## config.mk

```make
export PLATFORM = sky130hd
export DESIGN_NAME = mult_arbiter
export DESIGN_NICKNAME = d
export VERILOG_FILES = /design/src/rtl/mult_arbiter.sv
export SDC_FILE = /design/constraint.sdc
export NUM_CORES = 1
export LEC_CHECK = 0
export ABC_AREA = 1
export ABC_CLOCK_PERIOD_IN_PS = 1500
export BUFFER_PORTS_ARGS = -buffer_cell sky130_fd_sc_hd__buf_4
export CAP_MARGIN = 15
export CORE_MARGIN = 2
export CORE_UTILIZATION = 43
export DETAILED_ROUTE_END_ITERATION = 12
export GPL_TIMING_DRIVEN = 0
export PLACE_DENSITY = 0.77
export SLEW_MARGIN = 20
export SYNTH_ARGS = -nofsm -noshare
export SYNTH_HDL_FRONTEND = slang
export SYNTH_SLANG_ARGS = --single-unit
```

## constraint.sdc

```tcl
create_clock -name clk -period 1.5 [get_ports clk]
set_input_delay 0.45 -clock clk [delete_from_list [all_inputs] [get_ports clk]]
set_output_delay 0.45 -clock clk [all_outputs]
set_load 0.02 [all_outputs]
```

## src/rtl/mult_arbiter.sv

```systemverilog
// mult_arbiter: round-robin arbiter sharing one repeated-addition multiplier among N
// requesters, with a WAIT-state timeout and fully registered handshake outputs.
module mult_arbiter #(
   parameter int N   = 4,
   parameter int W   = 16,
   parameter int TMO = 70000
) (
   input  logic           clk,
   input  logic           rst_n,
   input  logic [N-1:0]   req,
   input  logic [N*W-1:0] a_in,
   input  logic [N*W-1:0] b_in,
   output logic [N-1:0]   gnt,
   output logic [N-1:0]   rsp_valid,
   output logic [2*W-1:0] rsp_data,
   output logic           rsp_err,
   output logic           busy,
   output logic           mul_start,
   output logic [W-1:0]   mul_a,
   output logic [W-1:0]   mul_b,
   input  logic           mul_done,
   input  logic [2*W-1:0] mul_p
);
   localparam int LW = (N > 1) ? $clog2(N) : 1;
   localparam int CW = $clog2(TMO + 1);
   localparam logic [2:0] IDLE = 3'd0, GRANT = 3'd1, START = 3'd2, WAIT = 3'd3, RESP = 3'd4;
   logic [2:0]     state_q, state_d;
   logic [LW-1:0]  win_q, win_d, last_q, last_d, pick, idx;
   logic [CW-1:0]  cnt_q, cnt_d;
   logic           mul_done_q, done_ev;
   logic [N-1:0]   gnt_q, gnt_d, rsp_valid_q, rsp_valid_d;
   logic [2*W-1:0] rsp_data_q, rsp_data_d;
   logic           rsp_err_q, rsp_err_d, busy_q, busy_d, mul_start_q, mul_start_d;
   logic [W-1:0]   mul_a_q, mul_a_d, mul_b_q, mul_b_d;

   // Scan from last+N down to last+1 so the nearest requester after last wins.
   always_comb begin
      pick = last_q;
      idx  = '0;
      for (int k = N; k >= 1; k--) begin
         idx = LW'((int'(last_q) + k) % N);
         if (req[idx]) pick = idx;
      end
   end

   assign done_ev = mul_done & ~mul_done_q;

   always_comb begin
      state_d    = state_q;
      win_d      = win_q;
      last_d     = last_q;
      cnt_d      = cnt_q;
      rsp_data_d = rsp_data_q;
      rsp_err_d  = rsp_err_q;
      mul_a_d    = mul_a_q;
      mul_b_d    = mul_b_q;
      case (state_q)
         IDLE: if (|req) begin
            state_d = GRANT;
            win_d   = pick;
         end
         GRANT: begin
            mul_a_d = a_in[int'(win_q)*W +: W];
            mul_b_d = b_in[int'(win_q)*W +: W];
            state_d = START;
         end
         START: begin
            cnt_d   = '0;
            state_d = WAIT;
         end
         WAIT: if (done_ev) begin
            rsp_data_d = mul_p;
            rsp_err_d  = 1'b0;
            state_d    = RESP;
         end else if (cnt_q == CW'(TMO - 1)) begin
            rsp_data_d = '0;
            rsp_err_d  = 1'b1;
            state_d    = RESP;
         end else begin
            cnt_d = cnt_q + 1'b1;
         end
         RESP: begin
            last_d  = win_q;
            state_d = IDLE;
         end
         default: state_d = IDLE;
      endcase
      gnt_d       = (state_d == GRANT) ? N'(1) << win_d : '0;
      rsp_valid_d = (state_d == RESP) ? N'(1) << win_d : '0;
      mul_start_d = state_d == START;
      busy_d      = state_d != IDLE;
   end

   always_ff @(posedge clk or negedge rst_n) begin
      if (!rst_n) begin
         state_q     <= IDLE;
         win_q       <= '0;
         last_q      <= LW'(N - 1);
         cnt_q       <= '0;
         mul_done_q  <= 1'b0;
         gnt_q       <= '0;
         rsp_valid_q <= '0;
         rsp_data_q  <= '0;
         rsp_err_q   <= 1'b0;
         busy_q      <= 1'b0;
         mul_start_q <= 1'b0;
         mul_a_q     <= '0;
         mul_b_q     <= '0;
      end else begin
         state_q     <= state_d;
         win_q       <= win_d;
         last_q      <= last_d;
         cnt_q       <= cnt_d;
         mul_done_q  <= mul_done;
         gnt_q       <= gnt_d;
         rsp_valid_q <= rsp_valid_d;
         rsp_data_q  <= rsp_data_d;
         rsp_err_q   <= rsp_err_d;
         busy_q      <= busy_d;
         mul_start_q <= mul_start_d;
         mul_a_q     <= mul_a_d;
         mul_b_q     <= mul_b_d;
      end
   end

   assign gnt       = gnt_q;
   assign rsp_valid = rsp_valid_q;
   assign rsp_data  = rsp_data_q;
   assign rsp_err   = rsp_err_q;
   assign busy      = busy_q;
   assign mul_start = mul_start_q;
   assign mul_a     = mul_a_q;
   assign mul_b     = mul_b_q;
endmodule

```

==> results.yml <==
floorplanning:
  core_sq_um: 12000
  fp.dieW_microns: 115
  start_util_pct: 44.2
  die_y_microns: 115
  io_pins: 242
  rows: 40
  fp.dieArea_sq_um: 13300
clocking:
  clk_pin_slew_ns: 0.07
  root_buffer: "clkbuf_16"
  cts_buffers: 9
  clock_latency_ns: 0.35
  clock-sinks: 100
  clockBufferDepth: 2
  hold_buffers: 0
  cts_tree: "yes"
  cts_htree_levels: 3
finish:
  n_antenna_cell: 0
  final_nets: 1114
  drive_gt1_share_pct: 46.6
  register_area_sq_um: 2510
  area_growth_pct: 56.7
  fin_util_pct: 69.3
  multiInputGateArea_sq_um: 2770
  fillers: 981
run:
  maxCapViolCount: 0
setup_path:
  required_ns: 1.73
  reg2regPathDepth: 10
  rr_startpoint: "cnt_q[13]$_DFFE_PN0P_"
  r2r_end: "rsp_data[1]$_DFFE_PN0P_"
  critical-path-slowest-cell: "dfrtp_1"
  path_buf_inv: 3
  crit_type: "flip-flop to flip-flop"
  rrSetupSlack_ns: -0.24
  crit_path_end_kind: "flip-flop"
  slowest_delay_ns: 0.42
  crit_family: "simple AND/OR/NAND/NOR gates"
  path_cells: "inv_2 > nand4_1 > nor4_4 > nand2_2 > nand2_2 > nand2_4 > buf_6 > buf_6 > nand2_1 > nand2_1"
  crit_path_start: "cnt_q[13]$_DFFE_PN0P_"
  start_kind: "flip-flop"
  worstPathMaxFanout: 6
  arrival_ns: 1.98
status:
  status: "finished with violations"
  violations: "negative setup slack"
placed_design:
  port_buffers: 241
  hpwl_mm: 12.9
  gp_congestion: 0.948
yosys:
  synthTopCellsByArea: "dfrtp_1, nand2_1, nor2_1, mux2_2, o21ai_0"
  ys.warnings.count: 0
  syn_nets: 830
  synth_seq_area_share_pct: 47.2
  netlist_area_sq_um: 5310
  yosysTopAreaCell: "dfrtp_1"
  synth_top_area_share_pct: 46.2
  yosys_register_bits: 100
  syn-instance-count: 662
  yosysUniqueCellTypes: 29
  avgSynthCellArea_sq_um: 8.03
hold_path:
  hp-class: "input port to async pin"
sta:
  setup_viol_count_final: 64
  worst_slew_pin_slew_ns: 0.905
  relSlewSlack_pct: 39.7
  rsz0062_at_grt: "yes"
  fin_skew_ns: 0.0116
  drv_slew: 0
  timing.final.ws_setup_ns: -0.244
  layout_min_cycle_time_ns: 1.74
  setup_tns_ns: -10.55
  max_freq_ghz: 0.573
  fin_crit_sh_pct: 116
  finalHoldViolations: 0
detailed_routing:
  drc: 0
  viasPerCell: 5.25
  final_antenna_net_count: 0
  drt_iter0_drc: 456
  routedWlPerCell_microns: 16.8
  first_pass_iters: 5
  dr_total_vias: 5763
  wl_mm: 18.5
global_routing:
  grt_pass1_wl_mm: 28.1
  antenna_found_initial: 0
  grt_pass1_vias: 5571
  grt.total_usage_pct: 27.5
  overflow: 0
  grt_max_degree: 101
power:
  p_per_area_nw_per_um2: 1930
  vdd_ir_drop_max_uv: 1150
  leakage_nw: 4.13
## metal layers
metal	vias to the layer above	track usage, %	share of wire (%)
met5	-	0	0
met4	0	8.67	1.9
met3	31	7.01	7.7
met2	234	45.3	49
met1	2718	35.6	41
li1	2780	-	-
## sequential cells by signal (all words and copies together), names as in the netlist
register    count
rsp_valid       4
gnt             4
cnt_q          17
busy            1
win_q           2
mul_start       1
rsp_data       32
mul_a          16
rsp_err         1
state_q         3
mul_b          16
last_q          2
mul_done_q      1
## worst max path at each step
stage                          endpoint  slack [ns]  depth (start not counted)
2_1_floorplan  rsp_data[17]$_DFFE_PN0P_      -0.006                         10
6_report        rsp_data[1]$_DFFE_PN0P_       -0.24                         10
3_5_place_dp   rsp_data[28]$_DFFE_PN0P_       -0.42                          9
5_1_grt         rsp_data[1]$_DFFE_PN0P_       -0.37                         10
3_3_place_gp   rsp_data[28]$_DFFE_PN0P_       -0.40                          9
4_1_cts         rsp_data[0]$_DFFE_PN0P_       -0.20                         10
## what timing repair did
action | CTS | global route
endpoints found under the hold margin | 0 | 0
resized for setup | 108 | 59
pin swaps | 19 | 15
cloned | 6 | 2
setup buffers | 19 | 5
setup endpoints to repair | 94 | 94
## power by group
part / internal, W / switching, W / leakage (nW)
Clock: 0.00116 / 0.000993 / 0.135
Combinational: 0.00414 / 0.00535 / 2.75
Sequential: 0.00376 / 0.000694 / 1.25
Total: 0.00906 / 0.00704 / 4.13
## per-stage QoR
stage	instance area, sq um	hold WS [ns]	worst slack (ns)	instances	power [W]
final	8330	0.183	-0.244	1098	0.0161
after global routing	8330	0.207	-0.369	1098	0.0171
after CTS	8120	0.209	-0.198	1091	0.0157
after detailed placement	7330	0.460	-0.422	1050	0.0123
after global placement	7330	0.455	-0.403	1050	0.0122
after floorplan	5340	0.154	-0.00604	662	0.00912
## layout make-up
| cell class | instances | area share (%) |
|---|---|---|
| clock buffers | 11 | 2.92 |
| multi-input cells | 491 | 33.3 |
| plain buffers | 40 | 3.86 |
| well taps | 147 | 2.21 |
| flip-flops and latches | 100 | 30.1 |
| repair buffers | 273 | 25.7 |
| clock inverters | 5 | 0.331 |
| inverters | 31 | 1.58 |
## cell usage after synthesis
library cell,number
or2_1,1
inv_2,2
nor2_1,97
nor3_1,4
buf_2,11
nor4_4,1
a21oi_1,3
xnor2_1,2
nand3b_1,1
ha_1,1
o22ai_1,32
clkbuf_1,23
nand3_4,1
inv_1,29
nor3b_1,2
nand2_1,157
buf_4,2
mux2_2,32
o21ai_0,70
xor2_1,10
dfstp_2,2
buf_6,4
nand3_1,64
nand2_2,1
nand4_1,8
nor3_2,1
a31oi_1,2
dfrtp_1,98
nor4_1,1
## kinds of logic (layout without fill, tap and decap cells)
kind of cell | after synthesis | in the layout | synth area share (%)
simple gates | 339 | 339 | 27.0
compound gates | 107 | 107 | 10.9
flops | 100 | 100 | 47.2
buf+inv | 71 | 360 | 5.98
mux | 32 | 32 | 6.78
xor+xnor | 12 | 12 | 1.98
fa+ha+maj | 1 | 1 | 0.235
## placed cells by master (no fill, tap or decap), types with 6 or more instances in the layout
master,count
nand4_1,8
dfrtp_1,95
nand2_4,6
nand2_1,118
nor2_2,13
mux2_2,32
nand2_2,34
nand3_2,12
xor2_1,10
clkbuf_16,11
o22ai_1,30
buf_6,21
nor2_1,82
nand3_1,52
inv_1,22
buf_4,259
inv_2,6
o21ai_1,9
clkbuf_2,12
o21ai_0,58
clkbuf_1,9
Power figures use the tool's default switching activity.
